File: src/rtl/io_peripheral.sv
// io_peripheral: CPU-side I/O responder.
//   Buffers external bytes in a DEPTH-entry FIFO whose head byte is shown
//   to the CPU on input_port, raises a fixed-length interrupt pulse while
//   bytes are waiting, and holds CPU OUT bytes in a one-entry register that
//   drains downstream over a valid/ready handshake.
// Ports:
//   clk, reset              - clock (rising edge), async active-high reset
//   ext_data/ext_valid      - external byte source; ext_ready = FIFO not full
//   in_rd                   - CPU executed IN, consumes the head byte
//   input_port              - FIFO head byte (0 when empty)
//   interrupt               - registered interrupt request to the CPU
//   out_wr/cpu_out          - CPU executed OUT with this byte
//   out_data/out_valid      - held output byte towards downstream
//   out_ready               - downstream accepts out_data
//   out_ovf                 - sticky: an OUT byte was dropped
//   fifo_count              - current FIFO occupancy
module io_peripheral #(
    parameter int DEPTH       = 4,
    parameter int INTR_CYCLES = 3,
    parameter int DATA_W      = 8
) (
    input  logic                     clk,
    input  logic                     reset,
    input  logic [DATA_W-1:0]        ext_data,
    input  logic                     ext_valid,
    output logic                     ext_ready,
    input  logic                     in_rd,
    output logic [DATA_W-1:0]        input_port,
    output logic                     interrupt,
    input  logic                     out_wr,
    input  logic [DATA_W-1:0]        cpu_out,
    output logic [DATA_W-1:0]        out_data,
    output logic                     out_valid,
    input  logic                     out_ready,
    output logic                     out_ovf,
    output logic [$clog2(DEPTH):0]   fifo_count
);

    localparam int AW   = $clog2(DEPTH);
    localparam int CW   = AW + 1;
    localparam int CNTW = (INTR_CYCLES > 1) ? $clog2(INTR_CYCLES) : 1;

    typedef enum logic [1:0] {
        ST_IDLE  = 2'd0,
        ST_PULSE = 2'd1,
        ST_WAIT  = 2'd2
    } state_t;

    logic [DATA_W-1:0] mem_q [DEPTH];
    logic [AW-1:0]     head_q, head_d;
    logic [AW-1:0]     tail_q, tail_d;
    logic [CW-1:0]     count_q, count_d;
    logic              push_s, pop_s, fifo_nonempty_s;

    state_t            state_q, state_d;
    logic [CNTW-1:0]   cnt_q, cnt_d;
    logic              ack_q, ack_d;
    logic              interrupt_q;

    logic [DATA_W-1:0] out_data_q, out_data_d;
    logic              out_valid_q, out_valid_d;
    logic              out_ovf_q, out_ovf_d;
    logic              slot_free_s;

    assign fifo_nonempty_s = (count_q != {CW{1'b0}});
    assign ext_ready       = (count_q != CW'(DEPTH));
    assign push_s          = ext_valid && ext_ready;
    // An IN while empty is ignored entirely, including by the FSM.
    assign pop_s           = in_rd && fifo_nonempty_s;
    assign input_port      = fifo_nonempty_s ? mem_q[head_q] : {DATA_W{1'b0}};
    assign fifo_count      = count_q;
    assign interrupt       = interrupt_q;
    assign out_data        = out_data_q;
    assign out_valid       = out_valid_q;
    assign out_ovf         = out_ovf_q;

    // FIFO pointer and occupancy next-state; pointers wrap naturally at DEPTH.
    always_comb begin
        head_d  = head_q;
        tail_d  = tail_q;
        count_d = count_q;
        if (push_s) begin
            tail_d = tail_q + AW'(1);
        end else begin
            tail_d = tail_q;
        end
        if (pop_s) begin
            head_d = head_q + AW'(1);
        end else begin
            head_d = head_q;
        end
        case ({push_s, pop_s})
            2'b10:   count_d = count_q + CW'(1);
            2'b01:   count_d = count_q - CW'(1);
            default: count_d = count_q;
        endcase
    end

    // FIFO storage and pointer registers.
    always_ff @(posedge clk or posedge reset) begin
        if (reset) begin
            for (int i = 0; i < DEPTH; i++) begin
                mem_q[i] <= {DATA_W{1'b0}};
            end
            head_q  <= {AW{1'b0}};
            tail_q  <= {AW{1'b0}};
            count_q <= {CW{1'b0}};
        end else begin
            if (push_s) begin
                mem_q[tail_q] <= ext_data;
            end
            head_q  <= head_d;
            tail_q  <= tail_d;
            count_q <= count_d;
        end
    end

    // Interrupt FSM next-state: the pulse always runs its full length, and
    // an acknowledge seen during it decides between IDLE and WAIT at the end.
    always_comb begin
        state_d = state_q;
        cnt_d   = cnt_q;
        ack_d   = ack_q;
        case (state_q)
            ST_IDLE: begin
                if (fifo_nonempty_s) begin
                    state_d = ST_PULSE;
                    cnt_d   = CNTW'(INTR_CYCLES - 1);
                    ack_d   = 1'b0;
                end else begin
                    state_d = ST_IDLE;
                end
            end
            ST_PULSE: begin
                if (pop_s) begin
                    ack_d = 1'b1;
                end else begin
                    ack_d = ack_q;
                end
                if (cnt_q == {CNTW{1'b0}}) begin
                    if (ack_q || pop_s) begin
                        state_d = ST_IDLE;
                    end else begin
                        state_d = ST_WAIT;
                    end
                end else begin
                    cnt_d = cnt_q - CNTW'(1);
                end
            end
            ST_WAIT: begin
                if (pop_s) begin
                    state_d = ST_IDLE;
                end else begin
                    state_d = ST_WAIT;
                end
            end
            default: begin
                state_d = ST_IDLE;
            end
        endcase
    end

    // Interrupt FSM registers; interrupt is registered from the next state.
    always_ff @(posedge clk or posedge reset) begin
        if (reset) begin
            state_q     <= ST_IDLE;
            cnt_q       <= {CNTW{1'b0}};
            ack_q       <= 1'b0;
            interrupt_q <= 1'b0;
        end else begin
            state_q     <= state_d;
            cnt_q       <= cnt_d;
            ack_q       <= ack_d;
            interrupt_q <= (state_d == ST_PULSE);
        end
    end

    // Output slot next-state: a draining slot may be refilled in the same cycle.
    assign slot_free_s = !out_valid_q || out_ready;

    always_comb begin
        out_data_d  = out_data_q;
        out_valid_d = out_valid_q;
        out_ovf_d   = out_ovf_q;
        if (out_wr && slot_free_s) begin
            out_data_d  = cpu_out;
            out_valid_d = 1'b1;
        end else if (out_wr) begin
            out_ovf_d   = 1'b1;
        end else if (out_valid_q && out_ready) begin
            out_valid_d = 1'b0;
        end else begin
            out_valid_d = out_valid_q;
        end
    end

    // Output slot registers; out_ovf is sticky until reset.
    always_ff @(posedge clk or posedge reset) begin
        if (reset) begin
            out_data_q  <= {DATA_W{1'b0}};
            out_valid_q <= 1'b0;
            out_ovf_q   <= 1'b0;
        end else begin
            out_data_q  <= out_data_d;
            out_valid_q <= out_valid_d;
            out_ovf_q   <= out_ovf_d;
        end
    end

endmodule

File: config.mk
export PLATFORM = sky130hd
export DESIGN_NAME = io_peripheral
export DESIGN_NICKNAME = d
export VERILOG_FILES = /design/src/rtl/io_peripheral.sv
export SDC_FILE = /design/constraint.sdc
export NUM_CORES = 1
export LEC_CHECK = 0
export CORE_MARGIN = 3
export CORE_UTILIZATION = 57
export DETAILED_ROUTE_END_ITERATION = 8
export PLACE_DENSITY = 0.85
export SLEW_MARGIN = 20
export SYNTH_ARGS = -nofsm -noshare
export SYNTH_HDL_FRONTEND = slang
export SYNTH_SLANG_ARGS = --single-unit
export TNS_END_PERCENT = 30
File: constraint.sdc
create_clock -name clk -period 5.2 [get_ports clk]
set_clock_uncertainty 0.05 [all_clocks]
set_input_delay 1.04 -clock clk [delete_from_list [all_inputs] [get_ports clk]]
set_output_delay 1.04 -clock clk [all_outputs]
set_load 0.02 [all_outputs]
==> qor.csv <==
metric,value,unit
outcome,completed,
average wire per standard cell,17.2,um
DRT Pass-1 Iters,4,
crit path DAT,2230,ps
P_leak,1.41,nW
clock root cell,clkbuf_8,
most frequent cells in the layout,"dfrtp_1 (55), clkdlybuf4s50_1 (44), mux2_4 (32)",
Crit. Startpoint,head_q[1]$_DFFE_PP0P_,
"most common cell after layout, fill and taps aside",dfrtp_1,
Post-Synth XOR/XNOR Area,1.99,%
Hold Path Stages,1,
Reg2Reg Setup Slack,2890,ps
Synth Register Bits,55,
Post-Syn Instances,173,
global-route wire length before repair,7780,um
Worst Min Path Start,out_ovf$_DFFE_PP0P_,
Final WS setup,1880,ps
CTS Buf Count,5,
placed cell count,263,
postcts setup bufs,0,
CTS Hold Bufs,0,
FMAX,301,MHz
Ys Warns,0,
Placer Congestion,0.708,
DRC marker count from the first detailed-route iteration,54,
Async SR Flop Fraction,100,%
grt ovf,0,
core area,4410,sq um
Antenna Cells,0,
routed vias/inst,5.55,
final-report hold violation count,0,
Post-synth EDFFs,0,
Hold Path Sink,out_ovf$_DFFE_PP0P_,
Adder-Cell Fraction of Synth Area,3.60,%
crit path max fanout,9,
Post-layout nets,247,
main combinational cell family by area after synthesis,multiplexers,
vias in the first global route,1580,
CTS tree,yes,
Ports,45,
Crit Reg-Reg Endpoint,fifo_count[2]$_DFFE_PP0P_,
Clock Path Buffers,2,
clock sink count,55,
Final Max Tran Viols,0,
DRT antenna net count,0,
fill count,278,
final worst path period share,63.8,%
Peak VDD IR,0.000301,V
I/O Buffers,44,
pwr dens,636,nW/um^2
Residual DRC,0,
Via Count,1503,
post-synthesis simple-gate area fraction,6.26,%
Max H-tree Level,2,
clk slew on worst S/H paths,100,ps
count of unique library cells instantiated by Yosys,28,
P&R area growth vs syn,20.8,%
largest net degree at the start of global routing,56,
antenna violations before repair,0,
relative slew slack,39.8,%
Mapped Avg Cell Area,15.3,sq um
RSZ-0062 raised after global routing,no,
complex-gate fraction of the synthesized area,3.22,%
Die ar.,5480,sq um
final non-filler cell total,271,
multiplexer share of the synthesized area,28.9,%
GRT Overall Usage,18.7,%
Die H,74.1,um
r2r startpoint,fifo_count[0]$_DFFE_PP0P_,
post-cts resize count,0,
Post-Syn Area,2640,sq um
share of cells above drive strength 1,28.8,%
setup violators final,0,
Final min period,3320,ps
CP required,4110,ps
Worst-Margin Slew,902,ps
post-DP HPWL,3300,um
Routed WL,4650,um
syn nets,202,
critical path launch point type,flip-flop,
"Seq/Total Area, Yosys",52.1,%
Synth Flop Type,dfrtp_1,
reg2reg path depth,8,
Die W,74.1,um
Row Count,24,
Setup WS pre-CTS,2180,ps
WS Path Type,reg2out,
MaxCap Viol Count,0,
Starting Density,59.8,%
worst min-delay path class,reg2reg,
endpoint type of the worst setup path,output pin,
clk_lat worst skew,310,ps
final setup TNS,0,ps
-- area by class of cell --
cell class,count,area [sq um],area share (%)
Sequential cell,55,1380,43.2
Multi-Input combinational cell,101,1160,36.4
Timing Repair Buffer,45,448,14.1
Clock buffer,8,100,3.14
Tap cell,52,65.1,2.04
Inverter,10,38.8,1.22
-- synthesized netlist by cell type (2+ instances only) --
cell	count	area share (%)
and3_4	4	1.7
nor2b_1	9	2.1
nor3_1	2	0.38
nand2_1	6	0.85
ha_1	6	2.8
xor2_1	3	1.0
buf_6	5	2.1
xnor2_1	3	1.0
dfrtp_1	55	52
buf_2	2	0.38
mux4_2	8	6.8
nor2_1	3	0.43
inv_1	10	1.4
mux2_4	32	18
mux2_2	9	3.8
a21oi_1	4	0.76
-- registers in the layout, indices dropped and copies added (netlist names) --
name,cells
mem_q,32
out_data,8
fifo_count,3
cnt_q,2
head_q,2
state_q,2
tail_q,2
ack_q,1
interrupt,1
out_ovf,1
out_valid,1
-- cell families after synthesis --
group,Yosys count
AND/OR/NAND/NOR,27
flip-flops,55
buffers and inverters,17
AO/OA/AOI/OAI,12
adder cells (fa/ha/maj),7
multiplexers,49
XOR/XNOR,6
-- worst max-delay path by stage --
stage	to	slack, ps	cells after the start
2_1_floorplan	input_port[0]	2750	2
3_3_place_gp	input_port[2]	2200	3
3_5_place_dp	input_port[6]	2180	3
4_1_cts	input_port[3]	1840	3
5_1_grt	input_port[5]	1760	3
6_report	input_port[3]	1880	3
-- metal layers --
metal,routed length (um),GRT usage [%],up-vias
met1,2040,25.0,769
met2,2290,31.3,40
met5,0,0,-
li1,-,-,690
met4,31,3.62,0
met3,289,5.00,4
-- worst max-delay path, cell delays in order (launching register included) --
cell             delay [ps]
dfrtp_1                 680
mux4_2                  570
nor2b_1                 140
clkdlybuf4s50_1         540
-- report_power, final --
| part | internal, W | switching (W) |
|---|---|---|
| sequential | 0.000615 | 0.000160 |
| clock | 0.000122 | 0.000129 |
| combinational | 0.000616 | 0.000387 |
| total | 0.00135 | 0.000676 |
-- through the flow --
step                instance area [sq um]  hold slack [ps]  power, W  util, %
floorplan                            2640              421   0.00148        -
global placement                     3090              409   0.00174     69.9
detailed placement                   3090              418   0.00179     69.9
CTS                                  3190              439   0.00205     72.2
global route                         3190              462   0.00215     72.2
finish                               3190              439   0.00203     72.2
Note: power is estimated with default switching activity, not from simulation.
